**config.mk**
```make
export PLATFORM = sky130hd
export DESIGN_NAME = serial_shift_arbiter
export DESIGN_NICKNAME = d
export VERILOG_FILES = /design/src/rtl/serial_pkg.sv /design/src/rtl/piso_shreg.sv /design/src/rtl/serial_shift_arbiter.sv
export SDC_FILE = /design/constraint.sdc
export NUM_CORES = 1
export LEC_CHECK = 0
export ABC_AREA = 1
export BUFFER_PORTS_ARGS = -buffer_cell sky130_fd_sc_hd__buf_4
export CORE_MARGIN = 3
export CORE_UTILIZATION = 33
export CTS_CLUSTER_DIAMETER = 200
export DETAILED_ROUTE_END_ITERATION = 6
export PLACE_DENSITY = 0.59
export SETUP_SLACK_MARGIN = 0.02
export SLEW_MARGIN = 20
export SYNTH_ARGS = -nofsm -noshare
export SYNTH_HDL_FRONTEND = slang
export SYNTH_SLANG_ARGS = --single-unit
```
**constraint.sdc**
```tcl
create_clock -name clk -period 1.45 [get_ports clk]
set_input_delay 0.145 -clock clk [delete_from_list [all_inputs] [get_ports clk]]
set_output_delay 0.145 -clock clk [all_outputs]
set_load 0.02 [all_outputs]
```
**src/rtl/serial_pkg.sv**
```systemverilog
// serial_pkg: shared FSM states and default frame width for the serial shift path
package serial_pkg;
    typedef enum logic {S_IDLE, S_SHIFT} state_t;
    localparam int DEF_WIDTH = 4;
endpackage

```
**src/rtl/piso_shreg.sv**
```systemverilog
// piso_shreg: parallel-load, shift-left, zero-fill register presenting its MSB serially
module piso_shreg
    import serial_pkg::*;
#(
    parameter int WIDTH = DEF_WIDTH
) (
    input  logic             clk,
    input  logic             rst,
    input  logic             load,
    input  logic             shift,
    input  logic [WIDTH-1:0] d,
    output logic             q_msb
);
    logic [WIDTH-1:0] q;
    // load wins over shift; zero fill leaves the register empty once a frame is out
    always_ff @(posedge clk) begin
        if (rst)        q <= '0;
        else if (load)  q <= d;
        else if (shift) q <= {q[WIDTH-2:0], 1'b0};
    end
    assign q_msb = q[WIDTH-1];
endmodule

```
**src/rtl/serial_shift_arbiter.sv**
```systemverilog
// serial_shift_arbiter: round-robin two-requester front end that serializes granted words MSB first
module serial_shift_arbiter
    import serial_pkg::*;
#(
    parameter int WIDTH = DEF_WIDTH,
    localparam int CNT_W = $clog2(WIDTH)
) (
    input  logic             clk,
    input  logic             rst,
    input  logic [1:0]       req_valid,
    input  logic [WIDTH-1:0] req_data0,
    input  logic [WIDTH-1:0] req_data1,
    output logic [1:0]       req_ready,
    output logic             serial_out,
    output logic             frame_active,
    output logic             frame_last,
    output logic             grant_id
);
    state_t           state, state_nx;
    logic [CNT_W-1:0] cnt;
    logic             ptr;
    logic             winner;
    logic             xfer;
    logic             shifting;
    assign winner   = (req_valid == 2'b11) ? ptr : req_valid[1];
    assign xfer     = |req_ready;
    assign shifting = state == S_SHIFT;
    // state register
    always_ff @(posedge clk) begin
        if (rst) state <= S_IDLE;
        else     state <= state_nx;
    end
    // leave IDLE on a handshake, return after the bit with counter 0
    always_comb begin
        state_nx = state;
        if (state == S_IDLE) state_nx = xfer ? S_SHIFT : S_IDLE;
        else                 state_nx = (cnt == '0) ? S_IDLE : S_SHIFT;
    end
    // grant only in IDLE and never while reset is asserted
    always_comb begin
        req_ready    = (state == S_IDLE && !rst && |req_valid) ? (winner ? 2'b10 : 2'b01) : 2'b00;
        frame_active = shifting;
        frame_last   = shifting && cnt == '0;
    end
    // bit counter, owner of the frame and round-robin pointer (flips to the loser on every grant)
    always_ff @(posedge clk) begin
        if (rst) begin
            cnt      <= '0;
            ptr      <= 1'b0;
            grant_id <= 1'b0;
        end else if (xfer) begin
            cnt      <= CNT_W'(WIDTH - 1);
            ptr      <= ~winner;
            grant_id <= winner;
        end else if (shifting) begin
            cnt      <= cnt - 1'b1;
        end
    end
    piso_shreg #(.WIDTH(WIDTH)) u_shreg (
        .clk   (clk),
        .rst   (rst),
        .load  (xfer),
        .shift (shifting),
        .d     (winner ? req_data1 : req_data0),
        .q_msb (serial_out)
    );
endmodule

```
Word-level counts from Yosys, hierarchy flattened
Cells that the tools add are included.
Cells by class
  $add $sub $neg: 1
  multipliers: 0
  div/mod/pow operators: 0
  order comparisons: 0
  equality and inequality tests: 1
  shift-type cells: 0
  mux-type cells: 11
  bitwise logic cells: 2
  reductions and logical operators: 8
Operators with widths (count)
  4-bit two-way mux: 3
  2-bit two-way mux: 4
  1-bit two-way mux: 4
  2-bit OR reduction: 2
  1-bit logical AND: 3
  2-bit equality test (second input constant): 1
  2-bit zero test: 1
  1-bit inverter: 2
  2-bit nonzero test: 1
  2-bit by 1-bit subtractor with 2-bit output (second input constant): 1
  1-bit zero test: 1
Word-level totals
  flip-flop bits (word level): 9
  latch bits: 0
  RAM bits: 0
  memory bits (read-only): 0
  input port bits: 12
  output and inout bits: 6
  memories: 0

Longest topological paths before layout
  depth after elaboration: 7
  mapped depth: 8
  gate-level depth less buffers: 7

By module
A second synthesis with hierarchy kept.
Unflattened totals
  cells, all modules: 79
  area total of the unflattened synthesis: 496.7 sq um
Modules (own cells, without submodules)
  serial_shift_arbiter: instances 1, cells an instance 50, area an instance 309.0 sq um, seq. area each 100.1 sq um
  piso_shreg: instances 1, cells an instance 29, area an instance 187.7 sq um, seq. area each 80.1 sq um

Worst setup path after synthesis
Ideal clock, no wire load.
  kind: reg2out
  from: reg state (netlist: frame_active)
  to: out req_ready[0]
  data arrival time: 957 ps
  data required time: 1305 ps
  setup slack: 348 ps
  cell stages (with the launch flop): 6
  cells stage by stage: dfxtp_1 inv_2 nand2_2 nor2_4 nand2_1 inv_1
Between the ends
  longest elaborated chain between the ends: 4
RTL lines
  from (decl): RTL line serial_shift_arbiter.sv:19  | state_t state, state_nx;
  from (signal assigned): RTL line serial_shift_arbiter.sv:31  | else state <= state_nx;
  1-bit inverter: RTL line serial_shift_arbiter.sv:41  | req_ready = (state == S_IDLE && !rst && |req_valid) ? (winner ? 2'b10 : 2'b01) : 2'b00;
  1-bit logical AND (2 in series): RTL line serial_shift_arbiter.sv:41
  2-bit two-way mux: RTL line serial_shift_arbiter.sv:41
  to (decl): RTL line serial_shift_arbiter.sv:13  | output logic [1:0] req_ready,
Every way passes these cells.

Worst setup path in the final report
Same ends and word-level chain as after synthesis.

==> results by group <==
STA
  – Final hold violation count: 0
  – RSZ-0062 raised after global routing: no
  – Final setup fails: 0
  – Highest Clock Rate: 0.762 GHz
  – Layout Skew: 0.00750 ns
  – Setup tns final: 0 ns
  – Worst-margin pin slew: 0.171 ns
  – Fin Hold WS: approximately 0.09 ns
  – Tcrit/Tclk final: 0.905
  – Fin crit period: about 1.3 ns
  – Worst slew margin: 0.886
  – Slew Viols, Final: 0

Power and ir drop
  – Sw frac: 0.310
  – Sw Pwr: 0.213 mW
  – Power per cell area: 958 nW/um2
  – Reg power frac: 0.427
  – Clock power share: 0.286
  – VDD IR max: 0.000573 V
  – Tot Pwr: 0.685 mW
  – Leakage power: approximately 0.4 nW
  – Comb pwr share: 0.288
  – Internal: 0.472 mW

Synthesis
  – Cell area after synthesis: 522 um2
  – Seq/Total Area, Yosys: 0.345
  – Syn_nets: 89
  – Synthesis-stage register bit count: 9
  – Count of cell types in the netlist: 14
  – Yosys warnings: 0
  – Cell count after synthesis: 76
  – Avg Cell Area, Syn: approximately 6.9 um2

Floorplanning
  – Starting Density: 0.377
  – IO Pins: 18
  – Cell Rows: 13
  – Die area: between 2000 and 2500 um2
  – Core area: 1380 um2
  – Die Width: 45.8 um
  – Die Y: 45.8 um

Worst setup path
  – CP Launch Type: flip-flop
  – CP arrival: 1.17 ns
  – Reg2reg start: frame_active
  – CP top delay family: flip-flops
  – Crit end category: primary output
  – Worst path max stage delay: ~0.36 ns
  – Slowest cell on the critical path: dfxtp_2
  – R2R cell count: 8
  – Crit-path cells: inv_2 -> nand2_2 -> nor2_4 -> nand2_1 -> inv_1 -> buf_4
  – Worst Path Buf+Inv: 3
  – FF-to-FF setup slack: 0.36 ns
  – Critical Path RT: 1.31 ns
  – WS Path Type: flip-flop to primary output
  – Crit-path max FO: 6
  – RR Endpoint: u_shreg.q[3]

Job
  – Max_cap viols: 0

Worst hold path
  – Hold WC Path Type: input pin to flip-flop
  – Hold Startpoint: rst
  – Worst Hold Path Cells: 2
  – Hold worst-path end: ptr

CTS
  – CTS tree: yes
  – CTS root buffer: clkbuf_4
  – CTS Sinks: 9
  – Htree depth: 1
  – Clock-pin slew on the worst setup and hold paths: 0.07 ns
  – Hold Buf Count CTS: 0
  – CTS Buf Count: 3
  – Clock Path Buffers: 2
  – Latest clock arrival within the worst-skew pair: 0.26 ns

Layout
  – Final nets: between 100 and 150
  – Reg area: 181 um2
  – Share of cells above drive strength 1: 0.350
  – Post-layout util: 0.517
  – Number of diodes: 0
  – Area grow syn2layout: 36.9%
  – Multi-input logic area: 259 um2
  – Fillers: 154

GRT
  – Vias in the first global route: 411
  – GRT Util Overall: 0.125
  – Initial antenna violation count: 0
  – Largest net degree at the start of global routing: 9
  – Global-route wire length before repair: 1850 um
  – Global route total overflow: 0

Routing
  – Routed via count: 533
  – Total Wirelength: 1180 um
  – Initial DRC Count: 6
  – Antenna Nets Post-Route: 0
  – Wire length per cell: 10.2 um
  – DRC viols: 0
  – Post-DR vias/cell: 4.63
  – First-pass DRT Iterations: 4

Placed design
  – DP HPWL: approximately 880 um
  – I/O Buffers: 17
  – Routability cong.: 0.841

Outcome
  – Outcome: finished, final reports clean
## per-layer routing
layer | part of all wire | track usage | vias to the layer above
li1 | - | - | 289
met1 | 0.48 | 0.170 | 226
met5 | 0 | 0 | -
met3 | 0.077 | 0.0593 | 2
met2 | 0.43 | 0.175 | 16
met4 | 0.0085 | 0.0341 | 0
## repair_timing
item / 4_1_cts / 5_1_grt
hold endpoints to repair: 0 / 0
resized for setup: 0 / 1
setup endpoints to repair: 0 / 1
setup buffers: 0 / 4
## worst max path at each step
stage / cells after the start / end / slack [ns] / startpoint
floorplan: 5 / req_ready[0] / 0.35 / frame_active
global placement: 6 / req_ready[0] / 0.36 / frame_active
detailed placement: 6 / req_ready[0] / 0.33 / frame_active
CTS: 6 / req_ready[0] / 0.03 / frame_active
global route: 6 / req_ready[0] / 0.06 / ptr
finish: 6 / req_ready[0] / 0.14 / frame_active
## power by group through the flow
| stage | combinational (mW) | sequential [mW] | clock, mW |
|---|---|---|---|
| after floorplan | 0.107 | 0.304 | 0 |
| after global placement | 0.183 | 0.297 | 0 |
| after detailed placement | 0.183 | 0.297 | 0 |
| after CTS | 0.183 | 0.291 | 0.206 |
| after global routing | 0.223 | 0.295 | 0.214 |
| final | 0.197 | 0.292 | 0.195 |
## layout by cell type (no fill, tap or decap)
master / Yosys / final
a21oi_1: 2 / 2
inv_1: 17 / 17
dfxtp_2: 0 / 1
nand2_1: 11 / 11
dfxtp_1: 9 / 8
nand2_2: 5 / 5
clkbuf_4: 0 / 3
o21ai_0: 6 / 6
clkbuf_1: 0 / 1
nor3_1: 1 / 1
nand3_1: 10 / 10
inv_2: 2 / 2
o21ai_1: 4 / 4
ha_1: 1 / 1
nor2_4: 3 / 3
buf_4: 0 / 21
nand4_1: 4 / 4
## area by class of cell
cell class,count,area share
multi-input cells,47,0.363
flip-flops and latches,9,0.254
repair buffers,21,0.221
inverters,19,0.0998
clock buffers,4,0.0368
well taps,15,0.0263
## cells by family after synthesis
| group | after synthesis | synth area share |
|---|---|---|
| AO/OA/AOI/OAI | 12 | 0.115 |
| adder cells (fa/ha/maj) | 1 | 0.0240 |
| buffers and inverters | 20 | 0.158 |
| flip-flops | 9 | 0.345 |
| AND/OR/NAND/NOR | 34 | 0.357 |
## state kept, by name (all words and copies together) (netlist names)
| signal | count |
|---|---|
| cnt | 2 |
| u_shreg.q | 4 |
| grant_id | 1 |
| ptr | 1 |
| frame_active | 1 |
## stage by stage
stage	std cells	worst slack (ns)	area, um2
detailed placement	107	0.327	657
global placement	107	0.361	657
CTS	111	0.0308	683
global route	115	0.0551	714
finish	115	0.138	714
floorplan	76	0.348	522
## synth_stat cells
| master | count | area share |
|---|---|---|
| inv_2 | 2 | 0.014 |
| nand2_2 | 5 | 0.060 |
| nand2_1 | 11 | 0.079 |
| nor2_4 | 3 | 0.065 |
| dfxtp_1 | 9 | 0.35 |
| a21oi_1 | 2 | 0.019 |
| o21ai_1 | 4 | 0.038 |
| o21ai_0 | 6 | 0.058 |
| buf_6 | 1 | 0.022 |
| inv_1 | 17 | 0.12 |
| nand3_1 | 10 | 0.096 |
| ha_1 | 1 | 0.024 |
| nor3_1 | 1 | 0.0096 |
| nand4_1 | 4 | 0.048 |
(Power assumes the default switching activity.)
